===== config.mk =====
export PLATFORM = sky130hd
export DESIGN_NAME = axis_pingpong_capture
export DESIGN_NICKNAME = d
export VERILOG_FILES = /design/src/rtl/axis_pingpong_capture.sv
export SDC_FILE = /design/constraint.sdc
export NUM_CORES = 1
export LEC_CHECK = 0
export CORE_MARGIN = 3
export CORE_UTILIZATION = 44
export DETAILED_ROUTE_END_ITERATION = 8
export GPL_TIMING_DRIVEN = 0
export PLACE_DENSITY_LB_ADDON = 0.15
export SLEW_MARGIN = 5
export SYNTH_ARGS = -nofsm -noshare
export SYNTH_HDL_FRONTEND = slang
export SYNTH_SLANG_ARGS = --single-unit

===== constraint.sdc =====
create_clock -name clk -period 2 [get_ports clk]
set_input_delay 0.3 -clock clk [delete_from_list [all_inputs] [get_ports clk]]
set_output_delay 0.3 -clock clk [all_outputs]
set_load 0.005 [all_outputs]

===== src/rtl/axis_pingpong_capture.sv =====
// AXI-Stream capture into a two-bank (ping-pong) RAM buffer.
// Accepted words are written one cycle later to {bank, index}. A frame is
// closed by T_LAST or by filling the bank; the bank is then marked full and
// writing continues in the other bank. A bank stays full until the consumer
// pulses its Bank_Release bit. When the bank being written is full, T_READY
// drops and the stream is held back, so no data is lost.
module axis_pingpong_capture #(
  parameter int DATA_W     = 32,
  parameter int DEPTH_LOG2 = 6
) (
  input  logic                  clk,
  input  logic                  reset_b,
  input  logic [DATA_W-1:0]     T_DATA,
  input  logic                  T_VALID,
  input  logic                  T_LAST,
  output logic                  T_READY,
  output logic                  Ram_We,
  output logic [DEPTH_LOG2:0]   Ram_Addr,
  output logic [DATA_W-1:0]     Ram_Data,
  output logic                  Frame_Done,
  output logic                  Frame_Bank,
  output logic [DEPTH_LOG2:0]   Frame_Len,
  output logic [1:0]            Bank_Full,
  input  logic [1:0]            Bank_Release
);

  typedef enum logic [1:0] {
    ST_IDLE = 2'd0,
    ST_FILL = 2'd1,
    ST_WAIT = 2'd2
  } state_t;

  localparam logic [DEPTH_LOG2-1:0] INDEX_MAX = '1;
  localparam logic [DEPTH_LOG2-1:0] INDEX_ONE = DEPTH_LOG2'(1);
  localparam logic [DEPTH_LOG2:0]   LEN_ONE   = (DEPTH_LOG2 + 1)'(1);

  state_t                  state_reg, state_next;
  logic                    wr_bank_reg, wr_bank_next;
  logic [DEPTH_LOG2-1:0]   index_reg, index_next;
  logic [1:0]              bank_full_reg, bank_full_next;

  logic                    ram_we_reg;
  logic [DEPTH_LOG2:0]     ram_addr_reg;
  logic [DATA_W-1:0]       ram_data_reg;
  logic                    frame_done_reg;
  logic                    frame_bank_reg;
  logic [DEPTH_LOG2:0]     frame_len_reg;

  logic                    ready;
  logic                    accept;
  logic                    close;

  // Handshake qualifiers; ready comes from registered state only.
  assign accept = T_VALID & ready;
  assign close  = accept & (T_LAST | (index_reg == INDEX_MAX));

  // Per-bank full flag: a close on that bank sets it and beats a release in
  // the same edge (the bank was not yet full, so the release is moot).
  for (genvar gi = 0; gi < 2; gi++) begin : g_bank
    localparam logic BANK_ID = 1'(gi);
    assign bank_full_next[gi] = (close && (wr_bank_reg == BANK_ID)) ? 1'b1 :
                                Bank_Release[gi]                  ? 1'b0 :
                                bank_full_reg[gi];
  end

  // Write pointer advance: toggle bank and rewind on close, else count.
  always_comb begin
    wr_bank_next = wr_bank_reg;
    index_next   = index_reg;
    if (close) begin
      wr_bank_next = ~wr_bank_reg;
      index_next   = '0;
    end else if (accept) begin
      index_next   = index_reg + INDEX_ONE;
    end
  end

  // State register.
  always_ff @(posedge clk or negedge reset_b) begin
    if (!reset_b) begin
      state_reg <= ST_IDLE;
    end else begin
      state_reg <= state_next;
    end
  end

  // Next-state logic; WAIT means the bank we would write next is full.
  always_comb begin
    state_next = state_reg;
    unique case (state_reg)
      ST_IDLE, ST_FILL: begin
        if (close) begin
          state_next = bank_full_next[~wr_bank_reg] ? ST_WAIT : ST_IDLE;
        end else if (accept) begin
          state_next = ST_FILL;
        end
      end
      ST_WAIT: begin
        if (Bank_Release[wr_bank_reg]) begin
          state_next = ST_IDLE;
        end
      end
      default: state_next = ST_IDLE;
    endcase
  end

  // Output logic from state: stall the stream only while waiting.
  always_comb begin
    ready = (state_reg != ST_WAIT);
  end

  // Write pointer and bank-full registers.
  always_ff @(posedge clk or negedge reset_b) begin
    if (!reset_b) begin
      wr_bank_reg   <= 1'b0;
      index_reg     <= '0;
      bank_full_reg <= 2'b00;
    end else begin
      wr_bank_reg   <= wr_bank_next;
      index_reg     <= index_next;
      bank_full_reg <= bank_full_next;
    end
  end

  // RAM write port and frame report, one cycle after acceptance.
  always_ff @(posedge clk or negedge reset_b) begin
    if (!reset_b) begin
      ram_we_reg     <= 1'b0;
      ram_addr_reg   <= '0;
      ram_data_reg   <= '0;
      frame_done_reg <= 1'b0;
      frame_bank_reg <= 1'b0;
      frame_len_reg  <= '0;
    end else begin
      ram_we_reg     <= accept;
      frame_done_reg <= close;
      if (accept) begin
        ram_addr_reg <= {wr_bank_reg, index_reg};
        ram_data_reg <= T_DATA;
      end
      if (close) begin
        frame_bank_reg <= wr_bank_reg;
        // Widened by one bit so a full bank reports 2^DEPTH_LOG2.
        frame_len_reg  <= {1'b0, index_reg} + LEN_ONE;
      end
    end
  end

  assign T_READY    = ready;
  assign Ram_We     = ram_we_reg;
  assign Ram_Addr   = ram_addr_reg;
  assign Ram_Data   = ram_data_reg;
  assign Frame_Done = frame_done_reg;
  assign Frame_Bank = frame_bank_reg;
  assign Frame_Len  = frame_len_reg;
  assign Bank_Full  = bank_full_reg;

endmodule


Word level (Yosys, flattened, before mapping)
Cells that the tools add are included.
- register bits: 60
- latch bits: 0
- memory bits (writable): 0
- bits in read-only memories: 0
- input port bits: 38
- output and inout port bits: 52
- logic and storage cells: 45
- memories kept: 0
- add/sub/neg operators: 2
- multiply operators: 0
- divide/modulo/power cells: 0
- $lt $le $gt $ge: 2
- eq/ne operators: 6
- shift operators: 0
- mux-type cells: 15
- bitwise operators: 4
- reductions and logical operators: 6
- operators with widths (kind ; count):
    2-to-1 mux 6 bit ; 2
    2-to-1 mux 1 bit ; 8
    2-to-1 mux 2 bit ; 4
    adder 6 x 1 -> 7 bit, second input constant ; 1
    adder 6 x 1 -> 6 bit, second input constant ; 1
    == test 6 bit, second input constant ; 1
    less-than comparator 1 x 2 -> 1 bit, second input constant ; 2
    != test 2 bit, second input constant ; 2
    one-hot mux 2 bit (2 select lines) ; 1
    != test 3 bit, second input constant ; 1
    bitwise AND 1 bit ; 2
    == test 2 x 1 -> 1 bit, second input constant ; 1
    == test 2 bit, second input constant ; 1
    logical AND 1 bit ; 2
    zero test 2 bit ; 1
    AND reduction 2 bit ; 1
    nonzero test 2 bit ; 1
    OR reduction 2 bit ; 1
    NOT 1 bit ; 1
    OR 1 bit ; 1

Longest topological paths before layout
- depth in word-level cells: 10
- depth in mapped cells: 7
- depth with buffers taken out: 6

Least setup slack after synthesis
OpenSTA, ideal clock, no wires.
- path kind: flip-flop to flip-flop
- start point: register index_reg[0]
- end point: register frame_len_reg[1], in the netlist Frame_Len[1]
- library setup time: 0.125 ns
- arrival: 1.580 ns
- data required time: 1.875 ns
- slack: 0.295 ns
- cell stages (with the launch flop): 7
- buffers on the path: 1
- period minus slack after synthesis: 1.705 ns
- path through: dfrtp_1 ha_1 and3_4 a31oi_4 nand2b_4 buf_6 mux2_4
- cells in the longest elaborated chain, start to end: 3
- elaborated cells between the ends (all ways): 4
- classes of those cells: add/sub: 1; eq/ne: 1; bitwise: 2
- RTL lines (element ; line ; text):
    start: declaration ; 39 ; logic [DEPTH_LOG2-1:0] index_reg, index_next;
    start signal: assignment ; 120 ; index_reg <= index_next;
    branches (longest 3 deep; another with adder 6 x 1 -> 7 bit) ; n/a ;
    end signal: assignment ; 144 ; frame_len_reg <= {1'b0, index_reg} + LEN_ONE;
    end: declaration ; 47 ; logic [DEPTH_LOG2:0] frame_len_reg;
Several ways; the timed one is not identified.
A chain may end at the register's enable or synchronous reset.

Worst setup path after layout
Ends and elaborated chain as after synthesis.

==> impl_metrics.sql <==
INSERT INTO impl_metrics (metric_group, metric, value, unit) VALUES
('cts', 'post_cts.resized_instances', '0', ''),
('cts', 'cts-buffers-inserted', '9', ''),
('routing', 'initialDrtViolationCount', '54', ''),
('cts', 'cts.sink_count', '60', ''),
('cts', 'clock_latency', '330', 'ps'),
('setup_path', 'worstSetupPathType', 'flop to flop', ''),
('setup_path', 'crit_path_max_fanout', '10', ''),
('floorplan', 'die_x', '80.0', 'µm'),
('timing', 'finalSetupViolCount', '0', ''),
('setup_path', 'worstPathBufferInverterCount', '1', ''),
('setup_path', 'worstPathArrival', '2080', 'ps'),
('floorplan', 'placeableCoreArea', '5200', 'µm²'),
('floorplan', 'start_util', '46.2', '%'),
('routing', 'drc', '0', ''),
('synthesis', 'synth.top_cells.by_count', 'nand2_1 (122), dfrtp_1 (60), o21ai_0 (18), buf_2 (5), clkbuf_1 (5)', ''),
('timing', 'unrepaired_setup_endpoints_after_global_routing', 'false', ''),
('setup_path', 'setup.reg_to_reg.worst_slack', '130', 'ps'),
('finish', 'multiInputGateArea', '831', 'µm²'),
('setup_path', 'start_kind', 'flop', ''),
('setup_path', 'worst_setup_path_endpoint', 'Frame_Len[1]', ''),
('setup_path', 'worstRegToRegCells', '6', ''),
('synthesis', 'ys_async_sr_fraction', '100', '%'),
('floorplan', 'rows', '26', ''),
('setup_path', 'worst-endpoint-required', '2210', 'ps'),
('status', 'status', 'completed', ''),
('routing', 'route.detailed.wl_per_inst', '13.0', 'µm'),
('placement', 'finalWeightedCongestion', '0.759', ''),
('worst_hold_path', 'min-delay-path-class', 'primary input to asynchronous set/reset pin', ''),
('finish', 'largest_register_ffs', '32', ''),
('cts', 'post_cts_hold_buffer_count', '0', ''),
('synthesis', 'synth_area_per_cell', '9.59', 'µm²'),
('timing', 'min_period_over_period', '93.6', '%'),
('timing', 'timing.final.crit_period', '1870', 'ps'),
('routing', 'wirelength', '5.52', 'mm'),
('setup_path', 'crit_cells', '6', ''),
('finish', 'design.final.nets', '390', ''),
('routing', 'via_per_inst', '4.73', ''),
('placement', 'hpwlAfterDp', '3.78', 'mm'),
('cts', 'cts_htree_levels', '3', ''),
('setup_path', 'worstSetupStartpoint', 'index_reg[0]', ''),
('timing', 'max_slew_margin', '50.8', '%'),
('grt', 'grt.overflow.total', '0', ''),
('routing', 'route.antenna.remaining_nets', '0', ''),
('finish', 'layout.cells.non_filler', '425', ''),
('power', 'power_density', '908', 'nW/µm²'),
('synthesis', 'synth_edf_count', '0', ''),
('power', 'power.ir.vdd_worst', '504', 'µV'),
('setup_path', 'critPathTopFamily', 'flip-flops', ''),
('finish', 'flow.area_growth_from_synthesis', '48.4', '%'),
('cts', 'tritoncts', 'done', ''),
('finish', 'final_layout_fill_cell_count', '454', ''),
('synthesis', 'synth.ff_latch_count', '60', ''),
('cts', 'postCtsSetupBuffers', '0', ''),
('synthesis', 'netlist_instances', '251', ''),
('setup_path', 'critical-path-slowest-cell', 'dfrtp_1', ''),
('setup_path', 'r2r-start', 'index_reg[0]', ''),
('synthesis', 'postSynthNetCount', '290', ''),
('timing', 'final-max-slew-violation-count', '0', ''),
('grt', 'initial_antenna_violation_count', '0', ''),
('synthesis', 'synth_sequential_area_ratio', '62.4', '%'),
('setup_path', 'worstPathCellList', 'ha_1, and3_4, a31oi_4, nand2b_4, buf_6, mux2_4', ''),
('synthesis', 'synth.area.top_cells', 'dfrtp_1 (62%), nand2_1 (19%), o21ai_0 (3.7%)', ''),
('grt', 'grt_max_degree', '61', ''),
('setup_path', 'max_stage_delay', '450', 'ps'),
('floorplan', 'io_pins', '90', ''),
('power', 'static-leakage-power', '1.71', 'nW'),
('timing', 'timing_hold_violations_final', '0', ''),
('synthesis', 'netlist.top_cell.by_area', 'dfrtp_1', ''),
('setup_path', 'worstSetupEndpointType', 'flop', ''),
('floorplan', 'die-height', '80.0', 'µm'),
('floorplan', 'die-area', '6390', 'µm²');
[where the power goes]
| group | internal [mW] | leakage, nW | switching (mW) | total [mW] |
|---|---|---|---|---|
| logic | 0.433 | 0.854 | 0.287 | 0.719 |
| clock network | 0.577 | 0.0986 | 0.438 | 1.01 |
| registers | 1.39 | 0.756 | 0.118 | 1.51 |
[cell type report]
type,count,share of cell area [%]
clock inverter,1,0.140
buffer,11,1.54
sequential,60,42.1
timing repair buffer,89,24.9
multi-input combinational,175,23.3
clock buffer,14,5.12
tap,70,2.45
inverter,5,0.526
[through the flow]
step                      cell area, µm²  utilization, %  setup WS [ps]  power (mW)  setup TNS [ps]
after floorplan                     2410               -            295        1.78               0
after detailed placement            3380            65.0           40.9        2.26               0
after global routing                3570            68.6           50.9        3.43               0
after global placement              3380            65.0          -1310        2.24          -78350
final                               3570            68.6            128        3.24               0
after CTS                           3570            68.6            116        3.28               0
[worst reg2reg max path: stages (launching register included)]
cell	delay, ps
dfrtp_1	450
ha_1	260
and3_4	210
a31oi_4	230
nand2b_4	160
buf_6	140
mux2_4	300
[logic make-up (layout without fill, tap and decap cells)]
group           count (synthesis)  in the layout  synth area share, %
mux                             3              3                 1.51
fa+ha+maj                       1              1                0.520
simple gates                  138            138                 23.4
buf+inv                        16            120                 3.07
compound gates                 29             29                 7.64
flops                          60             60                 62.4
xor+xnor                        4              4                 1.46
[worst min path at each step]
stage                               to  slack [ps]  cells after the start
final                     Frame_Len[2]          40                      1
after global routing      Ram_Data[28]          80                      1
after CTS                 Ram_Data[23]          60                      1
after detailed placement  Ram_Data[23]         410                      1
after global placement    state_reg[0]         430                      1
after floorplan           Bank_Full[0]           4                      0
[cells in the final DEF, fill, tap and decap left out, drive strengths merged, types with 2 or more instances in the layout]
cell type	Yosys	layout
nand3b	2	2
clkbuf	5	19
o21ai	18	18
a21oi	2	2
mux2	2	2
nand2	122	122
o22ai	2	2
clkdlybuf4s50	0	88
nand3	3	3
buf	6	7
dfrtp	60	60
and3	2	2
nor2b	2	2
nor2	3	3
xnor2	3	3
inv	5	5
nand2b	3	3
[per-layer routing]
metal  up-vias  track usage (%)  routed length, µm
li1        995                -                  -
met1       953             23.3               2460
met2        56             30.6               2660
met3         7             5.53                345
met4         0             8.61                 50
met5         -                0                  0
Power figures use the tool's default switching activity.
